## config.mk

```make
export PLATFORM = sky130hd
export DESIGN_NAME = rega_multizona
export DESIGN_NICKNAME = d
export VERILOG_FILES = /design/src/rtl/rega_pkg.sv /design/src/rtl/rega_rr_arb.sv /design/src/rtl/rega_multizona.sv
export SDC_FILE = /design/constraint.sdc
export NUM_CORES = 1
export LEC_CHECK = 0
export ABC_AREA = 1
export CORE_ASPECT_RATIO = 0.6
export CORE_UTILIZATION = 40
export CTS_BUF_LIST = sky130_fd_sc_hd__clkbuf_4 sky130_fd_sc_hd__clkbuf_8 sky130_fd_sc_hd__clkbuf_16
export DETAILED_ROUTE_END_ITERATION = 8
export DONT_BUFFER_PORTS = 1
export HOLD_SLACK_MARGIN = 0.06
export PLACE_DENSITY = 0.64
export SYNTH_ARGS = -nofsm -noshare
export SYNTH_HDL_FRONTEND = slang
export SYNTH_HIERARCHICAL = 1
export SYNTH_SLANG_ARGS = --single-unit
```

## constraint.sdc

```tcl
create_clock -name Clk -period 2.7 [get_ports Clk]
set_input_delay 0.27 -clock Clk [delete_from_list [all_inputs] [get_ports Clk]]
set_output_delay 0.27 -clock Clk [all_outputs]
set_load 0.03 [all_outputs]
```

## src/rtl/rega_pkg.sv

```systemverilog
// Shared types and constants for the multi-zone irrigation sequencer.
// Imported by rega_rr_arb and rega_multizona.
package rega_pkg;

  typedef enum logic [1:0] {
    IDLE  = 2'd0,
    FILL  = 2'd1,
    RUN   = 2'd2,
    CLEAN = 2'd3
  } rega_state_e;

  localparam logic [1:0] NV_EMPTY = 2'b00;
  localparam logic [1:0] NV_FULL  = 2'b11;

  localparam logic MODE_ASP = 1'b1;
  localparam logic MODE_GOT = 1'b0;

  function automatic logic tank_empty(input logic [1:0] nv);
    return (nv == NV_EMPTY);
  endfunction

endpackage

```

## src/rtl/rega_rr_arb.sv

```systemverilog
// Combinational round-robin arbiter: picks the first requesting zone at or
// after ptr, searching upward and wrapping. The pointer register is the parent's.
module rega_rr_arb
  import rega_pkg::*;
#(
  parameter int NZONES = 4
) (
  input  logic [NZONES-1:0]         req,
  input  logic [$clog2(NZONES)-1:0] ptr,
  output logic                      grant_valid,
  output logic [$clog2(NZONES)-1:0] grant_idx
);

  localparam int ZW = $clog2(NZONES);

  logic [ZW-1:0] idx_s;

  // Scan from the farthest offset back to ptr so the nearest requester wins.
  always_comb begin
    grant_valid = 1'b0;
    grant_idx   = '0;
    idx_s       = '0;
    for (int k = NZONES - 1; k >= 0; k--) begin
      idx_s = ZW'((int'(ptr) + k) % NZONES);
      if (req[idx_s]) begin
        grant_valid = 1'b1;
        grant_idx   = idx_s;
      end else begin
        grant_valid = grant_valid;
        grant_idx   = grant_idx;
      end
    end
  end

endmodule

```

## src/rtl/rega_multizona.sv

```systemverilog
// Multi-zone irrigation sequencer: round-robin zone service, tank refill, and
// optional fertilizer mix + line cleaning enabled by macro REGA_ADUB_EN.
module rega_multizona
  import rega_pkg::*;
#(
  parameter int NZONES      = 4,
  parameter int TIMER_W     = 8,
  parameter int ASP_TICKS   = 20,
  parameter int GOT_TICKS   = 40,
  parameter int CLEAN_TICKS = 10
) (
  input  logic                      Clk,
  input  logic                      Rst,
  input  logic                      Tick,
  input  logic [NZONES-1:0]         Us,
  input  logic [NZONES-1:0]         Vs,
  input  logic [1:0]                Nv,
  input  logic                      Adub,
  output logic [NZONES-1:0]         A,
  output logic [NZONES-1:0]         G,
  output logic                      Ve,
  output logic                      Mist,
  output logic                      Limp,
  output logic [$clog2(NZONES)-1:0] Zone,
  output logic [TIMER_W-1:0]        Remaining,
  output logic                      Busy
);

  localparam int ZW = $clog2(NZONES);

`ifdef REGA_ADUB_EN
  localparam logic ADUB_EN = 1'b1;
`else
  localparam logic ADUB_EN = 1'b0;
`endif

  localparam logic [TIMER_W-1:0] CNT_ONE    = TIMER_W'(1);
  localparam logic [TIMER_W-1:0] ASP_LOAD   = TIMER_W'(ASP_TICKS);
  localparam logic [TIMER_W-1:0] GOT_LOAD   = TIMER_W'(GOT_TICKS);
  localparam logic [TIMER_W-1:0] CLEAN_LOAD = TIMER_W'(CLEAN_TICKS);
  localparam logic [ZW-1:0]      ZONE_LAST  = ZW'(NZONES - 1);
  localparam logic [ZW-1:0]      ZONE_ONE   = ZW'(1);
  localparam logic [NZONES-1:0]  VALVE_BIT0 = {{(NZONES-1){1'b0}}, 1'b1};

  rega_state_e        state_q, state_d;
  logic [ZW-1:0]      ptr_q, ptr_d;
  logic [ZW-1:0]      zone_q, zone_d;
  logic               mode_q, mode_d;
  logic               fert_q, fert_d;
  logic [TIMER_W-1:0] cnt_q, cnt_d;
  logic [NZONES-1:0]  a_q, a_d;
  logic [NZONES-1:0]  g_q, g_d;
  logic               ve_q, ve_d;
  logic               mist_q, mist_d;
  logic               limp_q, limp_d;
  logic               busy_q, busy_d;

  logic               grant_valid_s;
  logic [ZW-1:0]      grant_idx_s;
  logic [ZW-1:0]      next_ptr_s;

  rega_rr_arb #(
    .NZONES(NZONES)
  ) u_arb (
    .req        (Us),
    .ptr        (ptr_q),
    .grant_valid(grant_valid_s),
    .grant_idx  (grant_idx_s)
  );

  assign next_ptr_s = (zone_q == ZONE_LAST) ? '0 : (zone_q + ZONE_ONE);

  // Sequencer next state: an empty tank preempts both a new grant and a running zone.
  always_comb begin
    state_d = state_q;
    ptr_d   = ptr_q;
    zone_d  = zone_q;
    mode_d  = mode_q;
    fert_d  = fert_q;
    cnt_d   = cnt_q;
    case (state_q)
      IDLE: begin
        if (tank_empty(Nv)) begin
          state_d = FILL;
          cnt_d   = '0;
        end else if (grant_valid_s) begin
          state_d = RUN;
          zone_d  = grant_idx_s;
          mode_d  = Vs[grant_idx_s];
          fert_d  = ADUB_EN & Adub;
          cnt_d   = (Vs[grant_idx_s] == MODE_ASP) ? ASP_LOAD : GOT_LOAD;
        end else begin
          cnt_d   = '0;
        end
      end
      FILL: begin
        cnt_d = '0;
        if (Nv == NV_FULL) begin
          state_d = IDLE;
        end else begin
          state_d = FILL;
        end
      end
      RUN: begin
        if (tank_empty(Nv)) begin
          state_d = FILL;
          cnt_d   = '0;
        end else if (Tick) begin
          if (cnt_q == CNT_ONE) begin
            ptr_d = next_ptr_s;
            if (fert_q) begin
              state_d = CLEAN;
              cnt_d   = CLEAN_LOAD;
            end else begin
              state_d = IDLE;
              cnt_d   = '0;
            end
          end else begin
            cnt_d = cnt_q - CNT_ONE;
          end
        end else begin
          cnt_d = cnt_q;
        end
      end
      CLEAN: begin
        if (Tick) begin
          if (cnt_q == CNT_ONE) begin
            state_d = IDLE;
            cnt_d   = '0;
          end else begin
            cnt_d = cnt_q - CNT_ONE;
          end
        end else begin
          cnt_d = cnt_q;
        end
      end
      default: begin
        state_d = IDLE;
        cnt_d   = '0;
      end
    endcase
  end

  // Valve outputs are decoded from the next state so they move on the same edge.
  always_comb begin
    a_d = '0;
    g_d = '0;
    if (state_d == RUN) begin
      if (mode_d == MODE_ASP) begin
        a_d = VALVE_BIT0 << zone_d;
      end else begin
        g_d = VALVE_BIT0 << zone_d;
      end
    end else begin
      a_d = '0;
      g_d = '0;
    end
    ve_d   = (state_d == FILL);
    mist_d = (state_d == RUN) && fert_d;
    limp_d = (state_d == CLEAN);
    busy_d = (state_d != IDLE);
  end

  // State, arbiter pointer, grant latches and registered outputs.
  always_ff @(posedge Clk or negedge Rst) begin
    if (!Rst) begin
      state_q <= IDLE;
      ptr_q   <= '0;
      zone_q  <= '0;
      mode_q  <= 1'b0;
      fert_q  <= 1'b0;
      cnt_q   <= '0;
      a_q     <= '0;
      g_q     <= '0;
      ve_q    <= 1'b0;
      mist_q  <= 1'b0;
      limp_q  <= 1'b0;
      busy_q  <= 1'b0;
    end else begin
      state_q <= state_d;
      ptr_q   <= ptr_d;
      zone_q  <= zone_d;
      mode_q  <= mode_d;
      fert_q  <= fert_d;
      cnt_q   <= cnt_d;
      a_q     <= a_d;
      g_q     <= g_d;
      ve_q    <= ve_d;
      mist_q  <= mist_d;
      limp_q  <= limp_d;
      busy_q  <= busy_d;
    end
  end

  assign A         = a_q;
  assign G         = g_q;
  assign Ve        = ve_q;
  assign Mist      = mist_q;
  assign Limp      = limp_q;
  assign Zone      = zone_q;
  assign Remaining = cnt_q;
  assign Busy      = busy_q;

endmodule

```

# Yosys cells after proc, flatten, opt, wreduce, memory -nomap -nowiden
# Index checks and enable logic that the tools add are counted.
# Widths: inputs -> output; s select.
[op_classes] n_addsub=5 n_lt_le_gt_ge=5 eq_ne=11 shift=1 mux=52 bitwise=1 reduce_logical=6
[op_table] cell="$mux 8" count=5
[op_table] cell="$mux 2" count=16
[op_table] cell="$pmux 8 s4" count=1
[op_table] cell="$mux 4" count=5
[op_table] cell="$mux 6" count=3
[op_table] cell="$mux 1" count=16
[op_table] cell="$lt 2x3->1 const B" count=5
[op_table] cell="$eq 2x2->1 const B" count=6
[op_table] cell="$bmux 1 s2" count=5
[op_table] cell="$eq 8x1->1 const B" count=1
[op_table] cell="$pmux 2 s4" count=1
[op_table] cell="$sub 8x1->8 const B" count=1
[op_table] cell="$add 2x1->2 const B" count=2
[op_table] cell="$add 2x2->2 const B" count=2
[op_table] cell="$eq 2x1->1 const B" count=2
[op_table] cell="$logic_not 2->1" count=2
[op_table] cell="$reduce_and 4->1" count=1
[op_table] cell="$shl 1x2->4 const A" count=1
[op_table] cell="$ne 3x3->1 const B" count=1
[op_table] cell="$ne 2x2->1 const B" count=1
[op_table] cell="$reduce_and 2->1" count=1
[op_table] cell="$reduce_bool 2->1" count=1
[op_table] cell="$logic_and 1x1->1" count=1
[op_table] cell="$not 1->1" count=1
[word_totals] reg_bits=28 input_bits=14 wordCells=93

# Logic depth before layout (Yosys ltp)
[depth] depth_word=14 ltp_mapped=18

# Modules after synthesis
# Netlist, hierarchy kept.
[by_module_without_submodules] mod="rega_multizona" instances=1 cells_per_inst=174 area_each_um2=1411.4
[by_module_without_submodules] mod="rega_rr_arb" instances=1 cells_per_inst=46 area_each_um2=212.7

# Least setup slack after synthesis
# OpenSTA, ideal clock, no wires.
[synth_timing] path_type="register to register" startpoint="register ptr_q[0]" endpoint="register a_q[0], in the netlist A[0]" arrival_time_ps=1677 required_time_ps=2583 setup_slack_ps=906 stages_incl_launch_ff=19 path_buffers=1 period_less_slack_ps=1794 path_cell_list="dfrtp_1 buf_6 nand2_2 and2_4 nand2_2 nand2_2 clkinv_2 nand2_1 nand2_1 nand2_1 inv_1 nand2_1 nand3_1 nand2_1 nand2_1 o21ai_2 inv_1 nand2_1 nor2_1"
[synth_via] elab_chain_cells=14 word_cells_on_any_way=34
[synth_lines] item="from (decl)" line="rega_multizona.sv:46" rtl="logic [ZW-1:0] ptr_q, ptr_d;"
[synth_lines] item="from (signal assigned)" line="rega_multizona.sv:181" rtl="ptr_q <= ptr_d;"
[synth_lines] item="$add 2x2->2" line="rega_rr_arb.sv:24" rtl="idx_s = ZW'((int'(ptr) + k) % NZONES);"
[synth_lines] item="$bmux 1 s2" line="rega_rr_arb.sv:25" rtl="if (req[idx_s]) begin"
[synth_lines] item="$mux 1 (not written as such)" line="rega_rr_arb.sv:25"
[synth_lines] item="$mux 2 (3 in series)" line="rega_rr_arb.sv:25"
[synth_lines] item="$mux 2 (*)" line="rega_rr_arb.sv:25"
[synth_lines] item="net grant_idx_s[0]" line="rega_multizona.sv:59" rtl="logic [ZW-1:0] grant_idx_s;"
[synth_lines] item="$bmux 1 s2 (*)" line="rega_multizona.sv:89" rtl="mode_d = Vs[grant_idx_s];"
[synth_lines] item="$mux 1 (not written as such) (*)" line="rega_multizona.sv:89"
[synth_lines] item="$mux 1 (*)" line="rega_multizona.sv:86" rtl="end else if (grant_valid_s) begin"
[synth_lines] item="$mux 1 (*)" line="rega_multizona.sv:83" rtl="if (tank_empty(Nv)) begin"
[synth_lines] item="$mux 1 (*)" line="rega_multizona.sv:81" rtl="case (state_q)"
[synth_lines] item="net mode_d" line="rega_multizona.sv:48" rtl="logic mode_q, mode_d;"
[synth_lines] item="$mux 4 (*)" line="rega_multizona.sv:149" rtl="if (mode_d == MODE_ASP) begin"
[synth_lines] item="$mux 4 (*)" line="rega_multizona.sv:148" rtl="if (state_d == RUN) begin"
[synth_lines] item="net a_d[0]" line="rega_multizona.sv:51" rtl="logic [NZONES-1:0] a_q, a_d;"
[synth_lines] item="to (signal assigned)" line="rega_multizona.sv:173" rtl="a_q <= '0;"
[synth_lines] item="to (signal assigned)" line="rega_multizona.sv:186" rtl="a_q <= a_d;"
[synth_lines] item="to (decl)" line="rega_multizona.sv:51"
# Mark *: on every way through the listed nets, which the timed path passes. The rest lies on a longest branch. The select of a mux whose other input is x is not followed.
# A chain may end at the register's enable or synchronous reset.

# Worst setup path in the final report
# Ends and elaborated chain as after synthesis.

==> results.md <==
- The run finished, with violations left.
- The final reports fail on design-rule violations.
- The maximum resistive drop on vdd is 0.4739 mV.
- For this design, the slowest cell found on the critical path is sky130_fd_sc_hd__dfrtp_1.
- The cell with the most instances after synthesis is sky130_fd_sc_hd__nand2_1.
- The met1 track demand over resource in global routing is 0.2652.
- The number of fillers in the final layout is 390.
- In the synthesized netlist, the number of instances is 220.
- In this run the worst path has a maximum fanout of 12.
- For this run, design rule violations remaining after detail routing come to 4.
- The number of endpoints with negative hold slack in the final report came to 0.
- The number of vias per cell after detailed routing is 4.941.
- Subtracting the final worst setup slack from the clock period gives 2277 ps.
- The number of antenna violations at the first check in global routing is 0.
- The met2 layer usage reported by global route is 0.2377.
- The routed length per placed instance is 12.84 um.
- The core outline area is 3786 um^2.
- The net switching power is 1.202 mW.
- The library cell used as clock root buffer is sky130_fd_sc_hd__clkbuf_8.
- The highest attainable clock frequency is 439.1 MHz.
- The final core utilization is 0.4683.
- The library cell with the largest summed area after synthesis is sky130_fd_sc_hd__dfrtp_1.
- After floorplanning, the core was divided into 17 placement rows.
- The standard cell area after detailed placement is 1672 um^2.
- Max-cap violations in this run came to 0.
- The count of antenna-violating nets left after detailed routing is 0.
- After clock tree synthesis, the clock-pin slew on the worst setup and hold paths is 100 ps.
- The commonest cells after synthesis are sky130_fd_sc_hd__nand2_1, sky130_fd_sc_hd__nor2_1, sky130_fd_sc_hd__dfrtp_1, sky130_fd_sc_hd__inv_1, sky130_fd_sc_hd__nand3_1.
- Once placement completed, the tool counted placed cells totaling 266.
- Post-CTS timing repair inserted 0 buffers for setup.
- The area taken by multi-input logic gates is 787.0 um^2.
- The number of H-tree levels is 1.
- The maximum number of pins on one net before global-route repair is 29.
- The longest clock path from root to sink contains 2 buffers.
- The iteration count of the initial detailed-routing pass is 6.
- The transition time at the pin with the least slew margin is 429.3 ps.
- The final max-slew violation count is 0.
- Dividing the final minimum period by the clock period gives 0.8434.
- The cell that appears most often on the critical path is sky130_fd_sc_hd__nand2_1.
- For this run, asynchronously set or reset flops after synthesis account for 1.000.
- The static leakage power is 0.9178 nW.
- The net count of the mapped netlist is 237.
- The signal on the critical path passes through inv_1 -> nand2_1 -> and2_4 -> nand2_2 -> nand2_2 -> clkinv_2 -> nand2_1 -> nand2_1 -> nand2_1 -> inv_1 -> nand2_1 -> nand3_1 -> nand2_1 -> nand2_1 -> o21ai_2 -> inv_1 -> nand2_1 -> nor2_1.
- The wire length of the first global-routing pass is 5720 um.
- The flip-flop and latch count after synthesis is 28.
- Overall power consumption after layout is estimated at 2.320 mW.
- The number of buffers and inverters on the critical path is 4.
- The clock skew is 4.611 ps.
- Setup repair after global routing left no endpoint under its margin.
- The starting density of the core is 0.4289.
- At the end of the flow, the number of nets in the layout was 243.
- The maximum cell stage delay along the critical path is 590 ps.
- The headroom to the max-slew limit is 0.7138.
- For this design, the sink count on the clock tree is 28.
- The critical path data required time is 2880 ps.
- STA classifies the critical path endpoint as a flop.
- For this run the aggregate overflow at the end of global routing stands at 0.
- The via count is 1344.
- The number of buffers added by the clock tree synthesis step is 3.
- The fraction of post-synthesis cell area in the top cell type by area is 0.4314.
- STA classifies the critical path startpoint as a flop.
- The count of final setup violators is 0.
- The floorplan die width is 84.26 um.
- Once the clock tree was built, the resizer swapped 0 gates to a different size.
- Of the cells placed in the final design, the portion with a size suffix greater than 1 is 0.1289.
- The area growth from synthesis to layout is 9.168%.
- The synthesized area per cell is 7.382 um^2.
- The number of warnings issued by yosys is 6.
- The top-level I/O count is 36.
- The routed design has 3493 um of wire.
- The share of synthesized area occupied by flip-flops and latches is 0.4314.
- The share of total power in the clock network is 0.145.
- Of the total power, combinational logic draws 0.452.
- At the end of routability-driven placement, the weighted congestion stood at 0.8636.
- At the worst endpoint, the arrival time is 2450 ps.
- In this run the vertical extent of the chip is 51.36 um.
- The number of global-route vias before repair is 1230.
- The distinct cell type count of the synthesized netlist is 28.
- The internal power consumption is 1.117 mW.
- Yosys mapped a number of flops with a built-in enable equal to 0.
- The netlist area before placement is 1624 um^2.
- The cell area after layout is 1773 um^2.
- In the global route stage, met3 resource usage came out at 0.06462.
- During placement, the flow inserted port buffers numbering 0.
- The global routing stage identified its most utilized layer as met1.
- The diode insertion count for antenna repair is 0.
- Summed over all failing endpoints, the final setup total negative slack is 0 ps.
- The count of cells in the finished layout, fillers not included, comes to 272.
- The floorplan step defined a die boundary enclosing 4327 um^2.
- Of the total power, registers draw 0.403.
- The commonest register cell after synthesis is sky130_fd_sc_hd__dfrtp_1.
- By startpoint and endpoint, the worst setup path is classified as reg2reg.
- Yosys attributes the largest share of cell area to sky130_fd_sc_hd__dfrtp_1, sky130_fd_sc_hd__nand2_1, sky130_fd_sc_hd__nor2_1, sky130_fd_sc_hd__inv_1, sky130_fd_sc_hd__nand3_1.
- The family with the most delay on the worst path is simple AND/OR/NAND/NOR gates.
- The HPWL after detailed placement is 2600 um.
- The later pin in the worst-skew pair is clocked with a latency of 280 ps.
- The violation count after the first detailed-route iteration is 93.
- Of the total power, the share spent switching nets is 0.5183.
- The all-layer global routing usage is 0.1744.
- Registers take 700.7 um^2.
- The class of the tightest hold or removal check is in2reg.
- The cell area power density is 1308 nW/um^2.
- TritonCTS built the clock tree.
-- repair_timing --
action | 4_1_cts | 5_1_grt
hold endpoints to repair | 28 | 0
hold buffers | 2 | 0
endpoints found under the setup margin | 0 | 0
-- power by group through the flow --
| stage | clock (mW) | combinational [mW] | sequential (mW) |
|---|---|---|---|
| final | 0.337 | 1.05 | 0.936 |
| after global routing | 0.359 | 1.22 | 0.959 |
| after CTS | 0.342 | 1.05 | 0.938 |
| after detailed placement | 0 | 1.03 | 0.944 |
| after global placement | 0 | 1.02 | 0.945 |
| after floorplan | 0 | 0.865 | 0.899 |
-- cell type report --
class,count,area share
clock buffer,3,0.02329
clock inverter,1,0.01694
inverter,33,0.07057
multi-input combinational,158,0.4439
sequential,28,0.3952
tap,47,0.03317
timing repair buffer,2,0.01694
-- registers in the layout (all words and copies together) (netlist names) --
name / flops
mode_q: 1
Ve: 1
Remaining: 8
Mist: 1
ptr_q: 2
Busy: 1
G: 4
Zone: 2
A: 4
state_q: 2
Limp: 1
fert_q: 1
-- kinds of logic (layout without fill, tap and decap cells) --
family          Yosys count  after routing  share of synthesized area
fa+ha+maj                 3              3                    0.02311
simple gates            127            127                     0.3413
buf+inv                  34             39                    0.08397
flops                    28             28                     0.4314
mux                       1              1                   0.006933
xor+xnor                  3              3                    0.01618
compound gates           24             24                    0.09708
-- per-stage QoR --
stage / setup WS, ps / hold slack, ps
3_3_place_gp: 419.8 / -24.68
4_1_cts: 402.9 / 148.2
2_1_floorplan: 906.1 / -25.59
3_5_place_dp: 423.9 / -24.53
5_1_grt: 95.78 / 154.5
6_report: 422.7 / 146.1
-- layer usage --
layer  part of all wire  up-vias
li1                   -      698
met1               0.56      609
met2               0.37       37
met3              0.074        0
met4                  0        0
met5                  0        -
-- cell usage in the layout, fill, tap and decap left out, types with 3 or more instances in the layout --
cell type                  Yosys  final
sky130_fd_sc_hd__a21oi_1       5      5
sky130_fd_sc_hd__a22oi_1       4      4
sky130_fd_sc_hd__clkbuf_8      0      3
sky130_fd_sc_hd__dfrtp_1      28     28
sky130_fd_sc_hd__ha_1          3      3
sky130_fd_sc_hd__inv_1        27     27
sky130_fd_sc_hd__inv_2         5      5
sky130_fd_sc_hd__nand2_1      64     64
sky130_fd_sc_hd__nand2_2       6      6
sky130_fd_sc_hd__nand3_1      16     16
sky130_fd_sc_hd__nor2_1       32     32
sky130_fd_sc_hd__o21ai_0       6      6
sky130_fd_sc_hd__o21ai_1       3      3
sky130_fd_sc_hd__o21ai_2       3      3
-- path summary, 6_finish.rpt --
kind / startpoint / endpoint / slack, ps / depth (start not counted)
worst min register to register: fert_q$_DFF_PN0_ / fert_q$_DFF_PN0_ / 560 / 2
min in group asynchronous: Rst / Remaining[5]$_DFFE_PN0P_ / 450 / 2
max in group asynchronous: Rst / Ve$_DFF_PN0_ / 2090 / 2
worst min-delay path: Tick / Remaining[0]$_DFFE_PN0P_ / 150 / 2
worst max-delay path: ptr_q[0]$_DFFE_PN0P_ / A[0]$_DFF_PN0_ / 420 / 18
worst max register to register: ptr_q[0]$_DFFE_PN0P_ / A[0]$_DFF_PN0_ / 420 / 18
(Power assumes the default switching activity.)
